<file path="src/rtl/crc_stream_engine.sv">
// Streaming multi-word CRC engine with per-frame config and byte count.
// Optional CRC_STREAM_CHECK_EN adds cfgCheck input and crcMatch output.
module crc_stream_engine #(
  parameter int CRC_WIDTH = 16,
  parameter int DWIDTH    = 32,
  parameter int LEN_W     = 16,
  parameter int NB_W      = $clog2(DWIDTH/8+1)
) (
  input  logic                 clk,
  input  logic                 rstN,
  input  logic [CRC_WIDTH-1:0] cfgPoly,
  input  logic [CRC_WIDTH-1:0] cfgInit,
  input  logic [CRC_WIDTH-1:0] cfgFinalXor,
  input  logic                 cfgRefIn,
  input  logic                 cfgRefOut,
`ifdef CRC_STREAM_CHECK_EN
  input  logic [CRC_WIDTH-1:0] cfgCheck,
  output logic                 crcMatch,
`endif
  input  logic                 inValid,
  output logic                 inReady,
  input  logic [DWIDTH-1:0]    inData,
  input  logic                 inFirst,
  input  logic                 inLast,
  input  logic [NB_W-1:0]      inNumBytes,
  output logic                 crcValid,
  input  logic                 crcReady,
  output logic [CRC_WIDTH-1:0] crcOut,
  output logic [LEN_W-1:0]     crcLen,
  output logic                 busy
);

  localparam int NBYTES = DWIDTH / 8;
  localparam int SW     = LEN_W + NB_W;

  typedef enum logic [1:0] {
    IDLE,
    ACCUM,
    DONE
  } state_t;

  function automatic logic [CRC_WIDTH-1:0] fold(
    input logic [CRC_WIDTH-1:0] crc_in,
    input logic [CRC_WIDTH-1:0] poly,
    input logic [DWIDTH-1:0]    data,
    input logic [NB_W-1:0]      nb,
    input logic                 refin
  );
    logic [CRC_WIDTH-1:0] c;
    logic [7:0]           b;
    logic [7:0]           br;
    logic                 fb;
    c = crc_in;
    for (int i = 0; i < NBYTES; i++) begin
      b = data[DWIDTH-1-8*i -: 8];
      for (int j = 0; j < 8; j++) br[j] = b[7-j];
      if (refin) b = br;
      if (NB_W'(i) < nb) begin
        for (int j = 7; j >= 0; j--) begin
          fb = c[CRC_WIDTH-1] ^ b[j];
          c  = {c[CRC_WIDTH-2:0], 1'b0} ^ (fb ? poly : '0);
        end
      end
    end
    return c;
  endfunction

  function automatic logic [CRC_WIDTH-1:0] rev_crc(
    input logic [CRC_WIDTH-1:0] v
  );
    logic [CRC_WIDTH-1:0] r;
    for (int i = 0; i < CRC_WIDTH; i++) r[i] = v[CRC_WIDTH-1-i];
    return r;
  endfunction

  state_t               state_q, state_d;
  logic [CRC_WIDTH-1:0] crc_q, crc_d;
  logic [CRC_WIDTH-1:0] poly_q, poly_d;
  logic [CRC_WIDTH-1:0] fxor_q, fxor_d;
  logic                 refin_q, refin_d;
  logic                 refout_q, refout_d;
  logic [LEN_W-1:0]     len_acc_q, len_acc_d;
  logic [CRC_WIDTH-1:0] crc_out_q, crc_out_d;
  logic [LEN_W-1:0]     crc_len_q, crc_len_d;
  logic                 crc_valid_q, crc_valid_d;
  logic                 busy_q, busy_d;
`ifdef CRC_STREAM_CHECK_EN
  logic [CRC_WIDTH-1:0] check_q, check_d;
  logic                 match_q, match_d;
  logic [CRC_WIDTH-1:0] cur_check;
`endif

  logic                 in_ready;
  logic                 accept;
  logic                 start;
  logic [CRC_WIDTH-1:0] cur_poly;
  logic [CRC_WIDTH-1:0] cur_fxor;
  logic                 cur_refin;
  logic                 cur_refout;
  logic [CRC_WIDTH-1:0] crc_base;
  logic [CRC_WIDTH-1:0] crc_word;
  logic [CRC_WIDTH-1:0] crc_final;
  logic [NB_W-1:0]      nb_v;
  logic [LEN_W-1:0]     len_base;
  logic [SW-1:0]        len_sum;
  logic [LEN_W-1:0]     len_next;

  assign in_ready = ~crc_valid_q | crcReady;
  assign inReady  = in_ready;
  assign crcValid = crc_valid_q;
  assign crcOut   = crc_out_q;
  assign crcLen   = crc_len_q;
  assign busy     = busy_q;
`ifdef CRC_STREAM_CHECK_EN
  assign crcMatch = match_q;
`endif

  // Datapath and next-state: fold accepted word, latch config at frame start
  always_comb begin
    accept     = inValid && in_ready;
    start      = accept && ((state_q != ACCUM) || inFirst);
    cur_poly   = start ? cfgPoly     : poly_q;
    cur_fxor   = start ? cfgFinalXor : fxor_q;
    cur_refin  = start ? cfgRefIn    : refin_q;
    cur_refout = start ? cfgRefOut   : refout_q;
    crc_base   = start ? cfgInit     : crc_q;
    len_base   = start ? '0          : len_acc_q;
`ifdef CRC_STREAM_CHECK_EN
    cur_check  = start ? cfgCheck    : check_q;
`endif

    nb_v = NB_W'(NBYTES);
    if (inLast && (inNumBytes != '0) &&
        (inNumBytes <= NB_W'(NBYTES)))
      nb_v = inNumBytes;

    crc_word  = fold(crc_base, cur_poly, inData,
                     nb_v, cur_refin);
    crc_final = (cur_refout ? rev_crc(crc_word)
                            : crc_word) ^ cur_fxor;

    len_sum  = SW'(len_base) + SW'(nb_v);
    len_next = (len_sum > SW'({LEN_W{1'b1}}))
             ? {LEN_W{1'b1}} : len_sum[LEN_W-1:0];

    state_d     = state_q;
    crc_d       = crc_q;
    poly_d      = poly_q;
    fxor_d      = fxor_q;
    refin_d     = refin_q;
    refout_d    = refout_q;
    len_acc_d   = len_acc_q;
    crc_out_d   = crc_out_q;
    crc_len_d   = crc_len_q;
    crc_valid_d = crc_valid_q;
    busy_d      = busy_q;
`ifdef CRC_STREAM_CHECK_EN
    check_d     = check_q;
    match_d     = match_q;
`endif

    if (accept) begin
      crc_d     = crc_word;
      len_acc_d = len_next;
      poly_d    = cur_poly;
      fxor_d    = cur_fxor;
      refin_d   = cur_refin;
      refout_d  = cur_refout;
`ifdef CRC_STREAM_CHECK_EN
      check_d   = cur_check;
`endif
      if (inLast) begin
        state_d     = DONE;
        crc_out_d   = crc_final;
        crc_len_d   = len_next;
        crc_valid_d = 1'b1;
        busy_d      = 1'b0;
`ifdef CRC_STREAM_CHECK_EN
        match_d     = (crc_final == cur_check);
`endif
      end else begin
        state_d     = ACCUM;
        crc_valid_d = 1'b0;
        busy_d      = 1'b1;
      end
    end else if ((state_q == DONE) && crcReady) begin
      state_d     = IDLE;
      crc_valid_d = 1'b0;
      busy_d      = 1'b0;
    end
  end

  // State, latched config, accumulators and registered outputs
  always_ff @(posedge clk or negedge rstN) begin
    if (!rstN) begin
      state_q     <= IDLE;
      crc_q       <= '0;
      poly_q      <= '0;
      fxor_q      <= '0;
      refin_q     <= 1'b0;
      refout_q    <= 1'b0;
      len_acc_q   <= '0;
      crc_out_q   <= '0;
      crc_len_q   <= '0;
      crc_valid_q <= 1'b0;
      busy_q      <= 1'b0;
`ifdef CRC_STREAM_CHECK_EN
      check_q     <= '0;
      match_q     <= 1'b0;
`endif
    end else begin
      state_q     <= state_d;
      crc_q       <= crc_d;
      poly_q      <= poly_d;
      fxor_q      <= fxor_d;
      refin_q     <= refin_d;
      refout_q    <= refout_d;
      len_acc_q   <= len_acc_d;
      crc_out_q   <= crc_out_d;
      crc_len_q   <= crc_len_d;
      crc_valid_q <= crc_valid_d;
      busy_q      <= busy_d;
`ifdef CRC_STREAM_CHECK_EN
      check_q     <= check_d;
      match_q     <= match_d;
`endif
    end
  end

endmodule

</file>
<file path="config.mk">
export PLATFORM = sky130hd
export DESIGN_NAME = crc_stream_engine
export DESIGN_NICKNAME = d
export VERILOG_FILES = /design/src/rtl/crc_stream_engine.sv
export SDC_FILE = /design/constraint.sdc
export NUM_CORES = 1
export LEC_CHECK = 0
export BUFFER_PORTS_ARGS = -buffer_cell sky130_fd_sc_hd__clkbuf_2
export CAP_MARGIN = 20
export CORE_ASPECT_RATIO = 0.9
export CORE_MARGIN = 2
export CORE_UTILIZATION = 40
export DETAILED_ROUTE_END_ITERATION = 6
export PLACE_DENSITY = 0.57
export SETUP_SLACK_MARGIN = 0.02
export SLEW_MARGIN = 20
export SYNTH_ARGS = -nofsm -noshare
export SYNTH_HDL_FRONTEND = slang
export SYNTH_SLANG_ARGS = --single-unit
</file>
<file path="constraint.sdc">
create_clock -name clk -period 19.88 [get_ports clk]
set_clock_uncertainty 0.05 [all_clocks]
set_input_delay 0.994 -clock clk [delete_from_list [all_inputs] [get_ports clk]]
set_output_delay 0.994 -clock clk [all_outputs]
set_load 0.02 [all_outputs]
</file>
# ---- Yosys cells after proc, flatten, opt, wreduce, memory -nomap -nowiden
# Cells that the tools add are included.
dict set report word_totals {
  reg_bits 102
  input_bits 91
  out_inout_bits 35
}
dict set report classes {
  add_sub_neg 1
  magnitude_cmp 6
  eq_ne 2
  n_mux 57
  n_bitwise 67
  n_reduce_logical 9
}
# op count
set op_table {}
lappend op_table {{$mux 16} 42}
lappend op_table {{$xor 16x16->16} 33}
lappend op_table {{$mux 8} 4}
lappend op_table {{$xor 1x1->1} 32}
lappend op_table {{$add 16x3->17} 1}
lappend op_table {{$gt 17x16->1 const B} 1}
lappend op_table {{$mux 1} 7}
lappend op_table {{$lt 1x3->1 const A} 2}
lappend op_table {{$lt 2x3->1 const A} 2}
lappend op_table {{$mux 2} 3}
lappend op_table {{$logic_and 1x1->1} 5}
lappend op_table {{$le 3x3->1 const B} 1}
lappend op_table {{$mux 3} 1}
lappend op_table {{$reduce_bool 3->1} 1}
lappend op_table {{$eq 2x2->1 const B} 1}
lappend op_table {{$ne 2x1->1 const B} 1}
lappend op_table {{$reduce_and 2->1} 1}
lappend op_table {{$reduce_bool 2->1} 1}
lappend op_table {{$logic_or 1x1->1} 1}
lappend op_table {{$not 1->1} 1}
lappend op_table {{$or 1x1->1} 1}

# ---- Longest topological paths before layout
dict set report logic_depth {
  depth_word 108
  depth_mapped 63
}

# ---- Worst setup path before layout
# OpenSTA, ideal clock, no wires.
dict set report synth_timing {
  kind {input-to-reg}
  start {input port inFirst}
  end {register crc_out_q[7], in the netlist crcOut[7]}
  t_arrival_ns 14.685
  t_required_ns 19.705
  setup_slack_ns 5.020
  path_stages 54
  path_buffers 4
  cell_sequence {or3b_1 > buf_4 > nand3_4 > mux2i_1 > xor2_2 > xnor2_1 > nand3_1 > and4_1 > o211ai_1 > mux2_2 > or3_1 > clkbuf_1 > nand2_1 > a221oi_1 > and3_1 > or4_4 > nand3_1 > xnor3_1 > (+18 left out) > o21a_1 > xnor2_4 > a2111oi_0 > or4_1 > nand2_1 > xor2_1 > or4_1 > and4_1 > buf_2 > o21a_1 > buf_2 > o21ai_1 > o21ai_1 > a211o_1 > xnor2_1 > a221oi_1 > xnor2_1 > mux2_2}
}
dict set report synth_via {
  elab_chain_cells 106
  elab_cells_between_ends 113
}
# item line_no
set synth_lines {}
lappend synth_lines {{start, declared} 23} ;# input logic inFirst,
lappend synth_lines {{$logic_or 1x1->1 (*)} 121} ;# start = accept && ((state_q != ACCUM) || inFirst);
lappend synth_lines {{$logic_and 1x1->1 (*)} 121}
lappend synth_lines {{$mux 1} 124} ;# cur_refin = start ? cfgRefIn : refin_q;
lappend synth_lines {{$mux 8} 57} ;# if (refin) b = br;
lappend synth_lines {{$xor 1x1->1} 60} ;# fb = c[CRC_WIDTH-1] ^ b[j];
lappend synth_lines {{$mux 16} 61} ;# c = {c[CRC_WIDTH-2:0], 1'b0} ^ (fb ? poly : '0);
lappend synth_lines {{$xor 16x16->16} 61}
lappend synth_lines {{$xor 1x1->1} 60}
lappend synth_lines {{(+90 left out)} -}
lappend synth_lines {{$mux 16} 61}
lappend synth_lines {{$xor 16x16->16} 61}
lappend synth_lines {{$xor 1x1->1} 60}
lappend synth_lines {{$mux 16} 61}
lappend synth_lines {{$xor 16x16->16} 61}
lappend synth_lines {{$mux 16} 58} ;# if (NB_W'(i) < nb) begin
lappend synth_lines {{$mux 16} 139} ;# crc_final = (cur_refout ? rev_crc(crc_word)
lappend synth_lines {{$xor 16x16->16 (*)} 140} ;# : crc_word) ^ cur_fxor;
lappend synth_lines {{end signal, assigned} 219} ;# crc_out_q <= crc_out_d;
lappend synth_lines {{end, declared} 83} ;# logic [CRC_WIDTH-1:0] crc_out_q, crc_out_d;
# Every way passes the cells marked *; elsewhere a longest branch is shown, timed or not.
# A chain may end at the register's enable or synchronous reset.

# ---- Worst setup path in the final report
dict set report layout_timing {
  start {input port crcReady}
  end {register crc_out_q[3], in the netlist crcOut[3]}
}
dict set report layout_via {
  elab_chain_cells 107
  elab_cells_between_ends 115
}
# item line_no
set layout_lines {}
lappend layout_lines {{start, declared} 27} ;# input logic crcReady,
lappend layout_lines {{$or 1x1->1 (*)} 108} ;# assign in_ready = ~crc_valid_q | crcReady;
lappend layout_lines {{$logic_and 1x1->1 (*)} 120} ;# accept = inValid && in_ready;
lappend layout_lines {{$logic_and 1x1->1} 121}
lappend layout_lines {{$mux 1} 124}
lappend layout_lines {{$mux 8} 57}
lappend layout_lines {{$xor 1x1->1} 60}
lappend layout_lines {{$mux 16} 61}
lappend layout_lines {{$xor 16x16->16} 61}
lappend layout_lines {{(+91 left out)} -}
lappend layout_lines {{$mux 16} 61}
lappend layout_lines {{$xor 16x16->16} 61}
lappend layout_lines {{$xor 1x1->1} 60}
lappend layout_lines {{$mux 16} 61}
lappend layout_lines {{$xor 16x16->16} 61}
lappend layout_lines {{$mux 16} 58}
lappend layout_lines {{$mux 16} 139}
lappend layout_lines {{$xor 16x16->16} 140}
# Marks and branches as above.

==> Implementation_results.wiki <==
{| class="wikitable"
! Metric !! Value
|-
| Run status || finished, violations left
|-
| Violated checks || design-rule violations
|-
| Antenna cells || 0
|-
| Worst setup endpoint || crcOut[3]$_DFFE_PN0P_
|-
| Final HPWL DP || 52.05 mm
|-
| Overflow left after global routing || 0
|-
| Maxcap violations || 0
|-
| Quantity of gates resized following cts || 0
|-
| Share of Yosys cell area claimed by the top area cell type || 16.13%
|-
| Required time reported for the critical path endpoint || 20,080 ps
|-
| Sequential Area || 2502 µm²
|-
| Worst endpoint data arrival time || 18,810 ps
|-
| Warning count from the yosys run || 0
|-
| Post-detailed-route wirelength per cell || 23.21 µm
|-
| TritonCTS clock tree || yes
|-
| Buffers from clock root to sink, at most || 2
|-
| Class of the most critical hold timing path || flop to flop
|-
| Count of filler cells inserted in the layout || 4,535
|-
| Sequential element share of the synthesized area || 14.14%
|-
| Total of buffers placed on input and output ports || 125
|-
| Syn avg cell area || 7.212 µm²
|-
| Synthesized instance count || 2,454
|-
| Reg2reg setup slack || 1540 ps
|-
| Wire length of the first global-routing pass || 108.2 mm
|-
| Largest cells by area after synthesis || xnor2_1 16%, dfrtp_1 14%, nor2_1 8.0%, nand2_1 6.6%, mux2i_1 5.3%
|-
| DRC violation total after the first TritonRoute iteration || 2,633
|-
| CTS hold repair buffers || 0
|-
| Multi-input gate area in the final layout || 14,490 µm²
|-
| Clock period minus worst slack || 18,610 ps
|-
| Clock Sinks || 100
|-
| Via count || 18,890
|-
| Initial cell density of the core || 40.28%
|-
| Critical Setup Path Class || input pin to flop
|-
| Vias/cell || 6.166
|-
| Hold violation total from the final report || 0
|-
| CTS clk-pin slew, worst paths || 70 ps
|-
| Weighted congestion at the end of routability-driven global placement || 0.9365
|-
| Worst reg2reg path depth || 49
|-
| Dominant register cell in the synthesized netlist || dfrtp_1
|-
| Count of TritonRoute iterations in the first routing pass || 7
|-
| Area Growth Syn to Fin || 9.162%
|-
| Kind of end point of the critical path || flop
|-
| Floorplan Core Area || 43,930 µm²
|-
| I/O pin count || 126
|-
| Maximum number of pins on one net before global-route repair || 60
|-
| Remaining antenna violation count after routing || 0
|-
| Worst-margin pin slew || 1233 ps
|-
| Library cell used as clock root buffer || clkbuf_16
|-
| Die Wd || 225.7 µm
|-
| Cell with the most instances on the worst path || nand4_1
|-
| Global Route Usage Sum || 30.38%
|-
| Largest fanout on the critical path || 20
|-
| Number of nets in the synthesized netlist || 2,549
|-
| Most frequently used cell type in the post-synthesis netlist || nor2_1
|-
| Critical Path Source || crcReady
|-
| Maximum operating frequency || 53.74 MHz
|-
| Worst r2r src || state_q[1]$_DFFE_PN0P_
|-
| Count of state elements after synthesis || 100
|-
| Vias in the first global route || 17,640
|-
| DRC || 20
|-
| Largest stage delay on the critical path || 740 ps
|-
| Clock H-tree levels || 3
|-
| Number of distinct library cells after synthesis || 112
|-
| Number of enable-type register cells in the synthesized netlist || 0
|-
| Worst slew margin relative to its limit || 16.93%
|-
| List of most frequent post-synthesis cells || 378 x nor2_1, 326 x xnor2_1, 309 x nand2_1, 144 x clkbuf_1, 131 x o21ai_0
|-
| Clock buffer count from CTS || 9
|-
| Number of buffers inserted to repair setup after CTS || 0
|-
| Setup repair after global routing missed its margin || false
|-
| Area of the die || 45,950 µm²
|-
| Ratio of cells with drive above 1 in the final layout || 13.03%
|-
| Aggregate negative setup slack || 0 ps
|-
| Worst path slowest cell || o22ai_2
|-
| Ys async rst share || 100.0%
|-
| Clock latency reported for the late side of the worst-skew pair || 360 ps
|-
| Final-report max-slew violation count || 0
|-
| Yosys top cell by area || xnor2_1
|-
| Row count || 73
|-
| Final layout net count || 2,555
|-
| Final routed wirelength across all metal layers || 71.12 mm
|-
| Startpoint Class || input pin
|-
| Number of failing setup endpoints in the final timing report || 0
|-
| RR Endpoint || crcOut[3]$_DFFE_PN0P_
|-
| Share of the cycle needed by the critical path after routing || 93.59%
|-
| Initial antenna violation count || 2
|-
| Post-synthesis instance area || 17,700 µm²
|-
| Y dimension of the die || 203.6 µm
|}
cells in the final DEF, fill, tap and decap left out, drive strengths merged, types with 13 or more instances in the layout:
cell / n
a211o: 16
a211oi: 51
a21oi: 133
a221oi: 13
a311oi: 19
a31oi: 23
and2: 28
and3: 16
buf: 66
clkbuf: 134
dfrtp: 100
inv: 30
mux2: 15
mux2i: 94
nand2: 310
nand2b: 14
nand3: 57
nand4: 30
nor2: 381
nor3: 30
nor4: 17
o211ai: 28
o21a: 16
o21ai: 156
o22ai: 27
o31ai: 21
or3: 25
xnor2: 334
xnor3: 29
xor2: 61
logic make-up after synthesis:
group / after synthesis / synth area share, %
mux: 109 / 6.341
simple gates: 953 / 24.14
buf+inv: 225 / 5.048
compound gates: 631 / 24.81
xor+xnor: 432 / 25.20
fa+ha+maj: 4 / 0.3252
flops: 100 / 14.14
routing by layer:
metal	track usage (%)	up-vias	share of wire, %
met5	0	-	0
met3	4.942	157	9.1
met2	45.98	945	44
met4	8.491	0	3.0
li1	-	8717	-
met1	44.31	9075	44
stage by stage:
step,area [µm²],worst slack (ps),hold slack [ps],util [%],instances
final,19320,1274,419.3,43.98,3064
after detailed placement,18910,192.1,408.3,43.04,3049
after CTS,19260,569.6,425.6,43.83,3064
after global routing,19320,80.08,443.6,43.98,3064
after floorplan,17700,5020,388.5,-,2454
after global placement,18910,473.5,402.6,43.04,3049
sequential cells by signal, summed over array words and instances, names as in the netlist:
register	flops
crcLen	16
crcOut	16
crc_q	16
fxor_q	16
len_acc_q	16
poly_q	16
busy	1
refin_q	1
refout_q	1
state_q	1
cell type report:
| cell class | instances | share of cell area, % |
|---|---|---|
| inverters | 30 | 0.5829 |
| flip-flops and latches | 100 | 12.95 |
| well taps | 600 | 3.886 |
| multi-input cells | 2129 | 74.99 |
| clock buffers | 10 | 1.237 |
| repair buffers | 190 | 5.796 |
| clock inverters | 5 | 0.5570 |
worst max-delay path: cells and delay by family:
family / cells / cell delay (ps)
muxes: 3 / 860
xor gates and xnor gates: 9 / 3290
and+or+nand+nor: 15 / 5430
buffers and inverters: 2 / 390
AOI/OAI and AO/OA: 21 / 7830
worst min-delay path by stage:
stage / start / endpoint / slack [ps] / cells past startpoint
final: crc_q[7]$_DFFE_PN0N_ / crc_q[7]$_DFFE_PN0N_ / 420 / 2
after global placement: crc_q[7]$_DFFE_PN0N_ / crc_q[7]$_DFFE_PN0N_ / 400 / 2
after global routing: crc_q[1]$_DFFE_PN0N_ / crc_q[1]$_DFFE_PN0N_ / 440 / 2
after floorplan: crc_q[14]$_DFFE_PN0N_ / crc_q[14]$_DFFE_PN0N_ / 390 / 2
after CTS: crc_q[7]$_DFFE_PN0N_ / crc_q[7]$_DFFE_PN0N_ / 430 / 2
after detailed placement: crc_q[7]$_DFFE_PN0N_ / crc_q[7]$_DFFE_PN0N_ / 410 / 2
Power is left out: the tool's default activity adds up to more than one toggle a clock period on the data nets, which glitch-free logic cannot reach.
